--- src/rtl/playlist_sequencer.sv ---
// playlist_sequencer: steps the song reader through a playlist of NUM_SONGS songs.
// Turns play/next/prev button pulses into the reader's play level and song select.
// On every song change it pulses reader_rst for FLUSH_CYCLES cycles.
// Between auto-advanced songs it inserts a silent gap of GAP_BEATS beats.
// Optional feature macro: PLAYLIST_LOOP_EN. When it is defined, the sequencer
// wraps from the last song back to song 0 and keeps playing. When it is not
// defined, it stops in IDLE after the last song.
module playlist_sequencer #(
  parameter int NUM_SONGS    = 4,
  parameter int SONG_BITS    = 2,
  parameter int GAP_BEATS    = 8,
  parameter int FLUSH_CYCLES = 2
) (
  input  logic                 clk,
  input  logic                 reset,
  input  logic                 play_btn,
  input  logic                 next_btn,
  input  logic                 prev_btn,
  input  logic                 song_done,
  input  logic                 beat,
  output logic                 play,
  output logic [SONG_BITS-1:0] song,
  output logic                 reader_rst,
  output logic                 gap_active
);

  localparam int FLUSH_W = (FLUSH_CYCLES > 1) ? $clog2(FLUSH_CYCLES + 1) : 1;
  localparam int GAP_W   = (GAP_BEATS > 0) ? $clog2(GAP_BEATS + 1) : 1;

  localparam logic [FLUSH_W-1:0]   FLUSH_LAST = FLUSH_W'(FLUSH_CYCLES - 1);
  localparam logic [GAP_W-1:0]     GAP_LAST   = GAP_W'((GAP_BEATS > 0) ? GAP_BEATS - 1 : 0);
  localparam logic [SONG_BITS-1:0] SONG_LAST  = SONG_BITS'(NUM_SONGS - 1);

  typedef enum logic [2:0] {
    IDLE    = 3'd0,
    PLAYING = 3'd1,
    PAUSED  = 3'd2,
    FLUSH   = 3'd3,
    GAP     = 3'd4
  } state_t;

  // After an automatic advance, the reader goes to the silent gap, or straight
  // to playback when no gap is configured.
  localparam state_t AUTO_TARGET = (GAP_BEATS > 0) ? GAP : PLAYING;

  state_t               state, state_nx;
  state_t               flush_target, flush_target_nx;
  logic [SONG_BITS-1:0] song_nx;
  logic [FLUSH_W-1:0]   flush_cnt, flush_cnt_nx;
  logic [GAP_W-1:0]     gap_cnt, gap_cnt_nx;

  function automatic logic [SONG_BITS-1:0] song_inc(input logic [SONG_BITS-1:0] s);
    return (s == SONG_LAST) ? '0 : s + SONG_BITS'(1);
  endfunction

  function automatic logic [SONG_BITS-1:0] song_dec(input logic [SONG_BITS-1:0] s);
    return (s == '0) ? SONG_LAST : s - SONG_BITS'(1);
  endfunction

  // State, song and counter registers with synchronous active-low reset.
  always_ff @(posedge clk) begin
    // NOTE: sequential state uses non-blocking assignments only, so every register samples pre-edge values.
    if (!reset) begin
      state        <= IDLE;
      song         <= '0;
      flush_target <= IDLE;
      flush_cnt    <= '0;
      gap_cnt      <= '0;
    end else begin
      state        <= state_nx;
      song         <= song_nx;
      flush_target <= flush_target_nx;
      flush_cnt    <= flush_cnt_nx;
      gap_cnt      <= gap_cnt_nx;
    end
  end

  // Next-state logic: next > prev > play; song_done wins in PLAYING; FLUSH ignores buttons.
  always_comb begin
    // NOTE: every signal gets a default first, so no path through the case can infer a latch.
    state_nx        = state;
    song_nx         = song;
    flush_target_nx = flush_target;
    flush_cnt_nx    = '0;
    gap_cnt_nx      = '0;

    unique case (state)
      IDLE, PAUSED: begin
        if (next_btn) begin
          song_nx         = song_inc(song);
          state_nx        = FLUSH;
          flush_target_nx = PAUSED;
        end else if (prev_btn) begin
          song_nx         = song_dec(song);
          state_nx        = FLUSH;
          flush_target_nx = PAUSED;
        end else if (play_btn) begin
          state_nx = PLAYING;
        end
      end

      PLAYING: begin
        if (song_done) begin
          state_nx = FLUSH;
          if (song != SONG_LAST) begin
            song_nx         = song + SONG_BITS'(1);
            flush_target_nx = AUTO_TARGET;
          end else begin
            song_nx = '0;
`ifdef PLAYLIST_LOOP_EN
            flush_target_nx = AUTO_TARGET;
`else
            flush_target_nx = IDLE;
`endif
          end
        end else if (next_btn) begin
          song_nx         = song_inc(song);
          state_nx        = FLUSH;
          flush_target_nx = PLAYING;
        end else if (prev_btn) begin
          song_nx         = song_dec(song);
          state_nx        = FLUSH;
          flush_target_nx = PLAYING;
        end else if (play_btn) begin
          state_nx = PAUSED;
        end
      end

      FLUSH: begin
        if (flush_cnt == FLUSH_LAST) begin
          state_nx = flush_target;
        end else begin
          flush_cnt_nx = flush_cnt + FLUSH_W'(1);
        end
      end

      GAP: begin
        gap_cnt_nx = gap_cnt;
        if (next_btn) begin
          song_nx         = song_inc(song);
          state_nx        = FLUSH;
          flush_target_nx = PLAYING;
        end else if (prev_btn) begin
          song_nx         = song_dec(song);
          state_nx        = FLUSH;
          flush_target_nx = PLAYING;
        end else if (play_btn) begin
          state_nx = PAUSED;
        end else if (beat) begin
          if (gap_cnt == GAP_LAST) begin
            state_nx = PLAYING;
          end else begin
            gap_cnt_nx = gap_cnt + GAP_W'(1);
          end
        end
      end

      default: state_nx = IDLE;
    endcase
  end

  // The outputs are decoded from registered state only.
  assign play       = (state == PLAYING);
  assign reader_rst = (state == FLUSH);
  assign gap_active = (state == GAP);

endmodule

--- config.mk ---
export PLATFORM = sky130hd
export DESIGN_NAME = playlist_sequencer
export DESIGN_NICKNAME = d
export VERILOG_FILES = /design/src/rtl/playlist_sequencer.sv
export SDC_FILE = /design/constraint.sdc
export NUM_CORES = 1
export LEC_CHECK = 0
export CORE_MARGIN = 4
export CORE_UTILIZATION = 34
export DETAILED_ROUTE_END_ITERATION = 6
export PLACE_DENSITY_LB_ADDON = 0.3
export SYNTH_ARGS = -nofsm -noshare
export SYNTH_HDL_FRONTEND = slang
export SYNTH_SLANG_ARGS = --single-unit
--- constraint.sdc ---
create_clock -name clk -period 2 [get_ports clk]
set_clock_uncertainty 0.15 [all_clocks]
set_input_delay 0.4 -clock clk [delete_from_list [all_inputs] [get_ports clk]]
set_output_delay 0.4 -clock clk [all_outputs]
set_load 0.02 [all_outputs]
# Word level (Yosys, flattened, before mapping)

Cells that the tools add are included.

Add/sub/neg operators: 4
Eq/ne operators: 14
Mux-type cells: 28
Bitwise gates (word level): 6
Reduce and logical (&&, ||, !) cells: 11

Operators by type and width:

| operator            | number |
|---|---|
| $mux 3              | 19 |
| $mux 2              | 6 |
| $pmux 3 s4          | 1 |
| $ne 5x5->1 const B  | 2 |
| $reduce_and 5->1    | 2 |
| $pmux 3 s3          | 1 |
| $eq 3x2->1 const B  | 2 |
| $not 1->1           | 6 |
| $reduce_or 3->1     | 2 |
| $ne 5x4->1 const B  | 1 |
| $add 2x1->2 const B | 2 |
| $add 4x1->4 const B | 1 |
| $eq 4x3->1 const B  | 1 |
| $ne 4x4->1 const B  | 1 |
| $pmux 2 s2          | 1 |
| $reduce_and 2->1    | 2 |
| $eq 3x1->1 const B  | 1 |
| $eq 3x3->1 const B  | 1 |
| $logic_not 3->1     | 1 |
| $ne 3x3->1 const B  | 1 |
| $reduce_bool 3->1   | 1 |
| $eq 2x1->1 const B  | 1 |
| $eq 2x2->1 const B  | 1 |
| $logic_not 2->1     | 1 |
| other kinds (5)     | 5 |

Flip-flop bits (word level): 14
Bits of input ports: 7
Output and inout port bits: 5
Logic and storage cells: 68

# Logic depth before layout (Yosys ltp)

Gate-level depths: netlist (run 1).

Depth in word-level cells: 7
Depth in mapped cells: 6
Mapped depth without buffers: 6

# Worst setup path after synthesis (run 1)

No wires, ideal clock.

Path kind: register to register
Start point: reg state[2]
End point: reg song[1]
Setup time: 0.117 ns
Data arrival time: 1.376 ns
Data required time: 1.733 ns
Slack: 0.357 ns
Stages on the path, launching flop included: 6
Buffers on the path: 1
Clock period less this slack: 1.643 ns
Cell sequence: dfxtp_1 > buf_2 > a21o_1 > a21oi_1 > mux2_2 > a32o_1

Longest elaborated chain between the ends: 3
Elaborated cells between the ends (all ways): 7
Classes of those cells: 3 x eq/ne; 1 x mux; 3 x reduce/logical

Ends and longest elaborated chain:

| item                                            | line | source |
|---|---|---|
| from (decl)                                     | 46   | `state_t state, state_nx;` |
| from (signal assigned)                          | 70   | `state <= state_nx;` |
| $eq 3x3->1, or another cell as far along        | 87   | `unique case (state)` |
| $reduce_or 3->1 (no line)                       | -    |  |
| $pmux 2 s2 or $reduce_bool 2->1 (tied branches) | -    |  |
| to (signal assigned)                            | 71   | `song <= song_nx;` |
| to (decl)                                       | 22   | `output logic [SONG_BITS-1:0] song,` |

Parallel ways exist; a longest one is shown, timed or not.
A chain may end at the register's enable or synchronous reset.

# Worst setup path in the final report (run 1)

Start point: reg state[1]
End point: out play

Longest elaborated chain between the ends: 1

Ends and longest elaborated chain:

| item       | line | source |
|---|---|---|
| $eq 3x1->1 | 163  | `assign play = (state == PLAYING);` |
| to (decl)  | 21   | `output logic play,` |

Every way passes these cells.

==> impl_summary.log, run 1 <==
[metrics] internal power contribution: about 450 µW
[metrics] part of the total power dissipated in combinational logic: between 20 and 30%
[metrics] Final Net Count: approximately 130
[metrics] Antenna Nets Post-Route: 0
[metrics] # port buffers: 11
[metrics] starting utilization of the core area: between 30 and 40%
[metrics] leakage power: roughly 0.00044 µW
[metrics] sequential share of power: around half
[metrics] setup repair after global routing missed its margin: false
[metrics] Synth-to-Final Area Change: 29.1%
[metrics] die outline width: 57.0 µm
[metrics] capture instance of the worst register-to-register path: song[1]
[metrics] Primary FF master, synth: dfxtp_1
[metrics] total wirelength of the detailed-routed design: ~1.9 mm
[metrics] total placed cells including tap cells: about 140
[metrics] largest net degree at the start of global routing: 16
[metrics] proportion of power drawn by the clock network: approximately a quarter
[metrics] ratio of final minimum period to clock period: 92.2%
[metrics] maximum frequency from static timing analysis: 0.542 GHz
[metrics] reg-to-reg critical path startpoint: state[0]
[metrics] DR vias: slightly below 800
[metrics] Post-Synthesis Mean Instance Area: around 8.8 µm²
[metrics] Switching Power: about 180 µW
[metrics] ANT cells: 0
[metrics] final critical delay including setup and external delays: 1.84 ns
[metrics] fraction of final layout cells with drive strength greater than 1: 21.6%
[metrics] antenna violations before repair: 0
[metrics] sequential element share of the synthesized area: approximately 34%
[metrics] number of cells on the worst reg-to-reg path: 5
[metrics] number of design rule violations left after detail routing: 0
[metrics] cts-stage hold buffer count: 0
[metrics] endpoint type of the worst setup path: output port
[metrics] type of the most critical hold path: reg2reg
[metrics] Cells after Synth: 93
[metrics] post-DR vias/cell: 5.50
[metrics] worst slew margin relative to its limit: approximately 78%
[metrics] CTS max path bufs: 2
[metrics] PwrDens: approximately 600 nW/µm²
[metrics] std cell rows: 17
[metrics] average wire length per cell after detail routing: about 13 µm
[metrics] Post-synth ARST share: 0%
[metrics] Total GRT Usage: between 10% and 20%
[metrics] Die Y-Extent: roughly 57 µm
[metrics] global-route wire length before repair: between 3 and 4 mm
[metrics] CTS root buf: clkbuf_4
[metrics] Clock transition at path regs: 0.09 ns
[metrics] post-synthesis instance area: a little over 800 µm²
[metrics] drt first pass iters: 4
[metrics] CTS tree: yes
[metrics] post-CTS repair timing setup buffer count: 0
[metrics] Post-Layout Cell Count: ~140
[metrics] grt total ovfl: 0
[metrics] startpoint types: flip-flop
[metrics] number of distinct library cells after synthesis: between 40 and 50
[metrics] Post-DP HPWL: ~1.4 mm
[metrics] setup TNS after final layout: 0 ns
[metrics] clock sink total: 14
[metrics] worst endpoint required time: 1.45 ns
[metrics] number of hold-slack violations in the final timing report: 0
[metrics] highest ir drop seen on vdd: 0.000298 V
[metrics] count of flip-flops with a built-in enable after synthesis: 0
[metrics] placeable core region: around 2300 µm²
[metrics] highest fanout seen on the critical path: 7
[metrics] highest-count cells in the layout ignoring fill and taps: dfxtp_1 (13), buf_4 (13), nor2_1 (8), clkdlybuf4s50_1 (8)
[metrics] worst-skew pair later-pin latency: ~0.28 ns
[metrics] worst reg-to-reg setup slack: 0.28 ns
[metrics] Maximum Capacitance Violations: 0
[metrics] Warnings, synthesis: 0
[metrics] final standard cell utilization of the core: a little under half
[metrics] Slew Viols, Final: 0
[metrics] synthesized flop and latch total: 14
[metrics] H-tree lvl count: 1
[metrics] start-to-end type of the worst setup path: reg2out
[metrics] Num CTS Buffers: 3
[metrics] start point of the critical path: state[1]
[metrics] Setup crit end: play
[metrics] measured slew at the worst slew-check pin: 0.326 ns
[metrics] total I/O pin count: 12
[metrics] count of endpoints failing setup in the final report: 0
[metrics] net count of the mapped netlist: about 100
[metrics] iteration-0 DRC count of the detailed router: 20
[metrics] via count of the first global-routing pass: between 700 and 800
[metrics] total of fill cells in the finished design: 246
[metrics] result of the run: complete, no violations
[metrics] area of the die: approximately 3300 µm²
[metrics] crit path DAT: about 1.3 ns
[metrics] net switching share of the total power: 29.0%
[metrics] RD Place Congestion: roughly 0.76
==> kinds of logic (layout without fill, tap and decap cells) <==
| logic type | count (synthesis) | in the layout | synth area share, % |
|---|---|---|---|
| AO/OA/AOI/OAI | 24 | 24 | 20.1 |
| XOR/XNOR | 2 | 2 | 2.14 |
| adder cells (fa/ha/maj) | 5 | 5 | 7.50 |
| buffers and inverters | 9 | 32 | 5.36 |
| flip-flops | 14 | 14 | 34.3 |
| multiplexers | 2 | 2 | 2.60 |
| AND/OR/NAND/NOR | 37 | 37 | 28.0 |
==> critical path, stage by stage, from the launching register on <==
cell and delay (ns):
dfxtp_2 0.43, inv_1 0.07, and3_1 0.19, dlygate4sd2_1 0.33
==> per-layer routing <==
metal	track usage, %	vias to the layer above	part of all wire, %
met1	15.2	372	46
li1	-	391	-
met4	4.30	0	1.2
met5	0	-	0
met2	20.6	24	47
met3	3.17	5	5.6
==> metrics by stage <==
stage | setup slack (ns) | area (µm²) | total power, µW | hold slack, ns
6_report | 0.156 | 1050 | 631 | 0.272
5_1_grt | 0.0769 | 1050 | 660 | 0.295
4_1_cts | 0.153 | 1050 | 633 | 0.274
3_5_place_dp | -0.0202 | 1030 | 478 | 0.263
3_3_place_gp | 0.0367 | 1030 | 473 | 0.255
2_1_floorplan | 0.357 | 817 | 406 | 0.248
==> area by class of cell <==
cell class                 instances  area, µm²  share of cell area, %
inverter                           5       18.8                   1.78
multi-input combinational         70        493                   46.7
tap                               28       35.0                   3.32
clock buffer                       3       22.5                   2.14
sequential                        14        282                   26.7
timing repair buffer              24        204                   19.3
==> flip-flops by register name, indices dropped and copies added, names as in the netlist <==
| name | cells |
|---|---|
| state | 3 |
| flush_cnt | 2 |
| flush_target | 3 |
| gap_cnt | 4 |
| song | 2 |
==> power groups by stage <==
stage	combinational, µW	sequential (µW)	clock (µW)
after floorplan	85.0	321	0
after global placement	156	317	0
after detailed placement	160	318	0
after CTS	161	311	162
after global routing	176	314	170
final	160	311	160
==> worst min-delay path by stage <==
stage                  from  cells past startpoint  slack, ns           end
3_3_place_gp   flush_cnt[0]                      1       0.26  flush_cnt[0]
2_1_floorplan  flush_cnt[0]                      1       0.25  flush_cnt[0]
4_1_cts        flush_cnt[0]                      1       0.27  flush_cnt[0]
6_report       flush_cnt[0]                      1       0.27  flush_cnt[0]
5_1_grt        flush_cnt[0]                      1       0.29  flush_cnt[0]
3_5_place_dp   flush_cnt[0]                      1       0.26  flush_cnt[0]
==> cell usage after synthesis, drive strengths merged (2+ instances only) <==
cell type | count | area [µm²]
nand2b | 2 | 12.5
nor2b | 3 | 18.8
a31oi | 3 | 18.8
a21oi | 5 | 25.0
o21ai | 4 | 20.0
ha | 4 | 50.1
dfxtp | 14 | 280
nand3b | 3 | 22.5
nand3 | 3 | 15.0
buf | 3 | 21.3
nand4 | 2 | 12.5
a31o | 2 | 17.5
nor2 | 8 | 30.0
inv | 5 | 18.8
nand2 | 5 | 21.3
and3 | 2 | 12.5
nor3 | 2 | 15.0
xor2 | 2 | 17.5
o31ai | 2 | 15.0
==> timing repair <==
item	4_1_cts	5_1_grt
resized for setup	4	0
hold endpoints to repair	0	0
setup endpoints to repair	3	0
Power figures use the tool's default switching activity.
==> run 2, diff against run 1 <==
- GPL_TIMING_DRIVEN: unset -> 0
- REMOVE_ABC_BUFFERS: unset -> 1
==> impl_summary.log, run 2 (synthesis gave the netlist of run 1 again) <==
[metrics] leading cell type in the layout, fill and taps excluded: dfxtp_1
[metrics] total I/O pin count: 12 (unchanged)
[metrics] largest registers: gap_cnt (4), flush_target (3), state (3)
[metrics] reg-to-reg critical path startpoint: state[0]
[metrics] number of hold-slack violations in the final timing report: 0 (unchanged)
[metrics] Num CTS Buffers: 3 (unchanged)
[metrics] drt first pass iters: 4 (unchanged)
[metrics] max FFs per register: 4 (unchanged)
[metrics] Die Y-Extent: 57.0 µm (unchanged)
[metrics] sequential share of power: 51.8% (+2.5 points)
[metrics] setup repair after global routing missed its margin: false
[metrics] via count of the first global-routing pass: 705 (-10%)
[metrics] highest ir drop seen on vdd: 0.000322 V (+7.9%)
[metrics] measured slew at the worst slew-check pin: 0.542 ns (+0.216 ns)
[metrics] RD Place Congestion: 0.724 (-4.6%)
[metrics] worst-skew pair later-pin latency: 0.28 ns (about the same)
[metrics] # port buffers: 11 (unchanged)
[metrics] CTS max path bufs: 2 (unchanged)
[metrics] proportion of power drawn by the clock network: 26.0% (+0.6 points)
[metrics] area of the die: 3250 µm² (unchanged)
[metrics] Final Net Count: 116 (-10%)
[metrics] part of the total power dissipated in combinational logic: 22.1% (-3.3 points)
[metrics] result of the run: complete, no violations
[metrics] highest-count cells in the layout ignoring fill and taps: dfxtp_1 (11), nor2_1 (8), clkdlybuf4s50_1 (8)
[metrics] internal power contribution: 431 µW (-3.7%)
[metrics] ANT cells: 0 (unchanged)
[metrics] setup TNS after final layout: 0 ns (unchanged)
[metrics] grt total ovfl: 0 (unchanged)
[metrics] Antenna Nets Post-Route: 0 (unchanged)
[metrics] worst endpoint required time: 2.08 ns (+0.63 ns)
[metrics] CTS root buf: clkbuf_4
[metrics] register ranked first by flip-flop count: gap_cnt
[metrics] type of the most critical hold path: reg2reg
[metrics] DR vias: 709 (-10%)
[metrics] PwrDens: 621 nW/µm² (+3.8%)
[metrics] Total GRT Usage: 11.6% (-0.66 points)
[metrics] global-route wire length before repair: 3.04 mm (-5.8%)
[metrics] final-layout worst hold slack: 0.273 ns (+0.00119 ns)
[metrics] startpoint types: primary input
[metrics] Switching Power: 175 µW (-4.6%)
[metrics] largest net degree at the start of global routing: 17 (+1)
[metrics] Post-DP HPWL: 1.28 mm (-9.6%)
[metrics] CTS tree: yes
[metrics] total wirelength of the detailed-routed design: 1.63 mm (-13%)
[metrics] die outline width: 57.0 µm (unchanged)
[metrics] Maximum Capacitance Violations: 0 (unchanged)
[metrics] post-DR vias/cell: 5.41 (-1.6%)
[metrics] Slew Viols, Final: 0 (unchanged)
[metrics] endpoint type of the worst setup path: flip-flop
[metrics] std cell rows: 17 (unchanged)
[metrics] final critical delay including setup and external delays: 1.92 ns (+0.0749 ns)
[metrics] H-tree lvl count: 1 (unchanged)
[metrics] start-to-end type of the worst setup path: in2reg
[metrics] crit path DAT: 2.00 ns (+0.71 ns)
[metrics] number of design rule violations left after detail routing: 0 (unchanged)
[metrics] highest fanout seen on the critical path: 16 (+9)
[metrics] start point of the critical path: reset
[metrics] total of fill cells in the finished design: 243 (-1.2%)
[metrics] clock sink total: 14 (unchanged)
[metrics] ratio of final minimum period to clock period: 96.0% (+3.7 points)
[metrics] average wire length per cell after detail routing: 12.4 µm (-4.2%)
[metrics] worst slew margin relative to its limit: 63.8% (-14 points)
[metrics] starting utilization of the core area: 36.2% (unchanged)
[metrics] cts-stage hold buffer count: 0 (unchanged)
[metrics] antenna violations before repair: 0 (unchanged)
[metrics] count of endpoints failing setup in the final report: 0 (unchanged)
[metrics] net switching share of the total power: 28.8% (-0.19 points)
[metrics] fraction of final layout cells with drive strength greater than 1: 14.6% (-7.0 points)
[metrics] Clock transition at path regs: 0.08 ns (about the same)
[metrics] hold_sp: flush_cnt[0]
[metrics] leakage power: 0.000377 µW (-14%)
[metrics] Synth-to-Final Area Change: 19.4%
[metrics] iteration-0 DRC count of the detailed router: 15 (-25%)
[metrics] maximum frequency from static timing analysis: 0.521 GHz (-3.9%)
[metrics] placeable core region: 2250 µm² (unchanged)
run 2: path summary, 6_finish.rpt:
kind | depth (start not counted) | slack, ns | to
worst max-delay path | 4 | 0.08 | gap_cnt[3]
worst min-delay path | 1 | 0.27 | flush_cnt[0]
worst max register to register | 4 | 0.37 | song[1]
worst min register to register | 1 | 0.27 | flush_cnt[0]
run 2: metrics by stage:
stage	util [%]	cell area, µm²	setup slack, ns	cells	power (µW)
CTS	42.6	960	0.0536	131	613
global route	43.3	976	0.00554	131	647
detailed placement	41.6	937	-0.226	128	457
global placement	41.6	937	-0.183	128	455
floorplan	-	792	0.258	89	399
finish	43.3	976	0.0806	131	606
run 2: per-layer routing:
layer	routed length, µm	vias to the layer above	share of wire (%)	GRT usage [%]
li1	-	371	-	-
met1	788	314	48	15.1
met2	726	20	45	18.4
met3	81	4	5.0	3.17
met4	29	0	1.8	3.97
met5	0	-	0	0
run 2: power groups by stage:
stage	combinational [µW]	clock [µW]	sequential, µW
floorplan	72.7	0	326
global placement	133	0	322
detailed placement	135	0	322
CTS	133	163	316
global route	150	178	319
finish	134	158	314
run 2: final cells by class:
| type | count | area [µm²] | share of cell area (%) |
|---|---|---|---|
| Clock buffer | 3 | 22.5 | 2.31 |
| Tap cell | 28 | 35.0 | 3.59 |
| Multi-Input combinational cell | 70 | 504 | 51.7 |
| Inverter | 5 | 18.8 | 1.92 |
| Timing Repair Buffer | 11 | 106 | 10.9 |
| Sequential cell | 14 | 289 | 29.6 |
run 2: what timing repair did:
action,4_1_cts,5_1_grt
endpoints found under the setup margin,3,4
buffers inserted,0,0
gates resized for setup,6,4
endpoints found under the hold margin,0,0
run 2: critical path: stages:
cell and delay [ns]:
clkdlybuf4s50_1 0.81, nand2_2 0.17, or4_1 0.54, nand2_1 0.08
==> run 3, diff against run 2 <==
- CORE_UTILIZATION: 34 -> 51
==> impl_summary.log, run 3 (synthesis gave the netlist of run 1 again) <==
[metrics] fraction of final layout cells with drive strength greater than 1: 14.6% (unchanged)
[metrics] reg-to-reg critical path startpoint: state[0]
[metrics] placed inst area: 922 µm² (-1.6%)
[metrics] type of the most critical hold path: reg2reg
[metrics] hold_sp: flush_cnt[0]
[metrics] final critical delay including setup and external delays: 1.89 ns (-0.0277 ns)
[metrics] H-tree lvl count: 1 (unchanged)
[metrics] worst-skew pair later-pin latency: 0.29 ns (about the same)
[metrics] die outline width: 48.0 µm (-16%)
[metrics] Maximum Capacitance Violations: 0 (unchanged)
[metrics] via count of the first global-routing pass: 751 (+6.5%)
[metrics] clock sink total: 14 (unchanged)
[metrics] start-to-end type of the worst setup path: in2reg
[metrics] cts-stage hold buffer count: 0 (unchanged)
[metrics] max FFs per register: 4 (unchanged)
[metrics] PwrDens: 635 nW/µm² (+2.3%)
[metrics] Slew Viols, Final: 0 (unchanged)
[metrics] highest-count cells in the layout ignoring fill and taps: dfxtp_1 (11), nor2_1 (8), clkdlybuf4s50_1 (7)
[metrics] number of design rule violations left after detail routing: 0 (unchanged)
[metrics] placement-stage worst setup slack: -0.208 ns (+0.0181 ns)
[metrics] Switching Power: 180 µW (+3.3%)
[metrics] proportion of power drawn by the clock network: 26.3% (+0.3 points)
[metrics] count of endpoints failing setup in the final report: 0 (unchanged)
[metrics] setup repair after global routing missed its margin: false
[metrics] average wire length per cell after detail routing: 14.7 µm (+18%)
[metrics] largest net degree at the start of global routing: 17 (unchanged)
[metrics] leading cell type in the layout, fill and taps excluded: dfxtp_1
[metrics] CTS tree: yes
[metrics] total I/O pin count: 12 (unchanged)
[metrics] Final Net Count: 116 (unchanged)
[metrics] Antenna Nets Post-Route: 0 (unchanged)
[metrics] worst slew margin relative to its limit: 62.7% (-1.0 points)
[metrics] start point of the critical path: reset
[metrics] number of cells on the worst reg-to-reg path: 4 (unchanged)
[metrics] largest registers: gap_cnt (4), flush_target (3), state (3)
[metrics] global-route wire length before repair: 3.19 mm (+5.0%)
[metrics] drt first pass iters: 4 (unchanged)
[metrics] endpoint type of the worst setup path: flip-flop
[metrics] final-layout worst hold slack: 0.270 ns (-0.00324 ns)
[metrics] Num CTS Buffers: 3 (unchanged)
[metrics] CTS root buf: clkbuf_4
[metrics] part of the total power dissipated in combinational logic: 22.4% (+0.3 points)
[metrics] area of the die: 2310 µm² (-29%)
[metrics] antenna violations before repair: 0 (unchanged)
[metrics] RD Place Congestion: 0.772 (+6.6%)
[metrics] CTS max path bufs: 2 (unchanged)
[metrics] leakage power: 0.000387 µW (+2.4%)
[metrics] Die Y-Extent: 48.0 µm (-16%)
[metrics] crit path DAT: 1.98 ns (-0.02 ns)
[metrics] Synth-to-Final Area Change: 17.9%
[metrics] Clock transition at path regs: 0.08 ns (about the same)
[metrics] measured slew at the worst slew-check pin: 0.557 ns (+0.0154 ns)
[metrics] worst endpoint required time: 2.09 ns (about the same)
[metrics] CP max stage cell: clkdlybuf4s50_1
[metrics] setup TNS after final layout: 0 ns (unchanged)
[metrics] ANT cells: 0 (unchanged)
[metrics] number of hold-slack violations in the final timing report: 0 (unchanged)
[metrics] cell breakdown of the critical path: clkdlybuf4s50_1, nand2_2, or4_1, nand2_1
[metrics] placeable core region: 1510 µm² (-33%)
[metrics] Total GRT Usage: 20.3% (+8.7 points)
[metrics] std cell rows: 14 (-3)
[metrics] total of fill cells in the finished design: 146 (-40%)
[metrics] maximum frequency from static timing analysis: 0.529 GHz (+1.5%)
[metrics] starting utilization of the core area: 54.2% (+18 points)
[metrics] highest fanout seen on the critical path: 16 (unchanged)
[metrics] Post-DP HPWL: 1.30 mm (+1.4%)
[metrics] minimum setup slack in the final design: 0.108 ns (+0.0277 ns)
[metrics] hold path cells: 1 (unchanged)
[metrics] largest stage delay on the critical path: 0.82 ns (about the same)
[metrics] ratio of final minimum period to clock period: 94.6% (-1.4 points)
[metrics] grt total ovfl: 0 (unchanged)
[metrics] post-DR vias/cell: 6.30 (+16%)
[metrics] startpoint types: primary input
[metrics] result of the run: complete, no violations
[metrics] highest ir drop seen on vdd: 0.000430 V (+34%)
[metrics] total power consumption of the routed design: 612 µW (+0.96%)
[metrics] post-CTS repair timing setup buffer count: 0 (unchanged)
[metrics] sequential share of power: 51.4% (-0.4 points)
[metrics] # port buffers: 11 (unchanged)
[metrics] DR vias: 750 (+5.8%)
[metrics] iteration-0 DRC count of the detailed router: 23 (+8)
[metrics] total wirelength of the detailed-routed design: 1.75 mm (+7.6%)
[metrics] internal power contribution: 431 µW (about the same)
[metrics] design area: 963 µm² (-1.3%)
[metrics] net switching share of the total power: 29.5% (+0.66 points)
[metrics] register ranked first by flip-flop count: gap_cnt
## run 3: changes by cell type in the layout (fill, tap and decap cells not counted)
cell,change
clkdlybuf4s50_1,-1
dlymetal6s2s_1,+1
## run 3: path summary, 6_finish.rpt
path                                endpoint  slack [ns]
worst min-delay path            flush_cnt[0]        0.27
worst min register to register  flush_cnt[0]        0.27
worst max register to register       song[1]        0.33
worst max-delay path              gap_cnt[3]        0.11
## run 3: metal layers
metal	vias up	routed length [µm]	track usage, %
met2	29	771	30.9
met3	5	114	5.26
met5	-	0	0
li1	369	-	-
met4	0	46	13.4
met1	347	817	24.9
## run 3: power groups by stage
| stage | Sequential (µW) | Clock [µW] | Combinational, µW |
|---|---|---|---|
| 2_1_floorplan | 326 | 0 | 72.7 |
| 3_3_place_gp | 321 | 0 | 132 |
| 3_5_place_dp | 321 | 0 | 137 |
| 4_1_cts | 316 | 166 | 136 |
| 5_1_grt | 318 | 179 | 153 |
| 6_report | 314 | 161 | 137 |
## run 3: worst max-delay path, delay by kind of cell
kind / cells / cell delay [ns]
simple gates: 3 / 0.76
buf+inv: 1 / 0.82
## run 3: repair_timing
item,CTS,global route
pin swaps,0,0
setup endpoints to repair,3,4
gates resized for setup,6,5
## run 3: layout make-up
type	instances	area (µm²)	area share [%]
multi-input combinational	70	504	52.3
sequential	14	289	30.0
timing repair buffer	11	109	11.3
clock buffer	3	22.5	2.34
tap	16	20.0	2.08
inverter	5	18.8	1.95
## run 3: through the flow
stage | util, % | std cells
2_1_floorplan | - | 89
3_3_place_gp | 61.2 | 116
3_5_place_dp | 61.2 | 116
4_1_cts | 62.7 | 119
5_1_grt | 64.0 | 119
6_report | 64.0 | 119
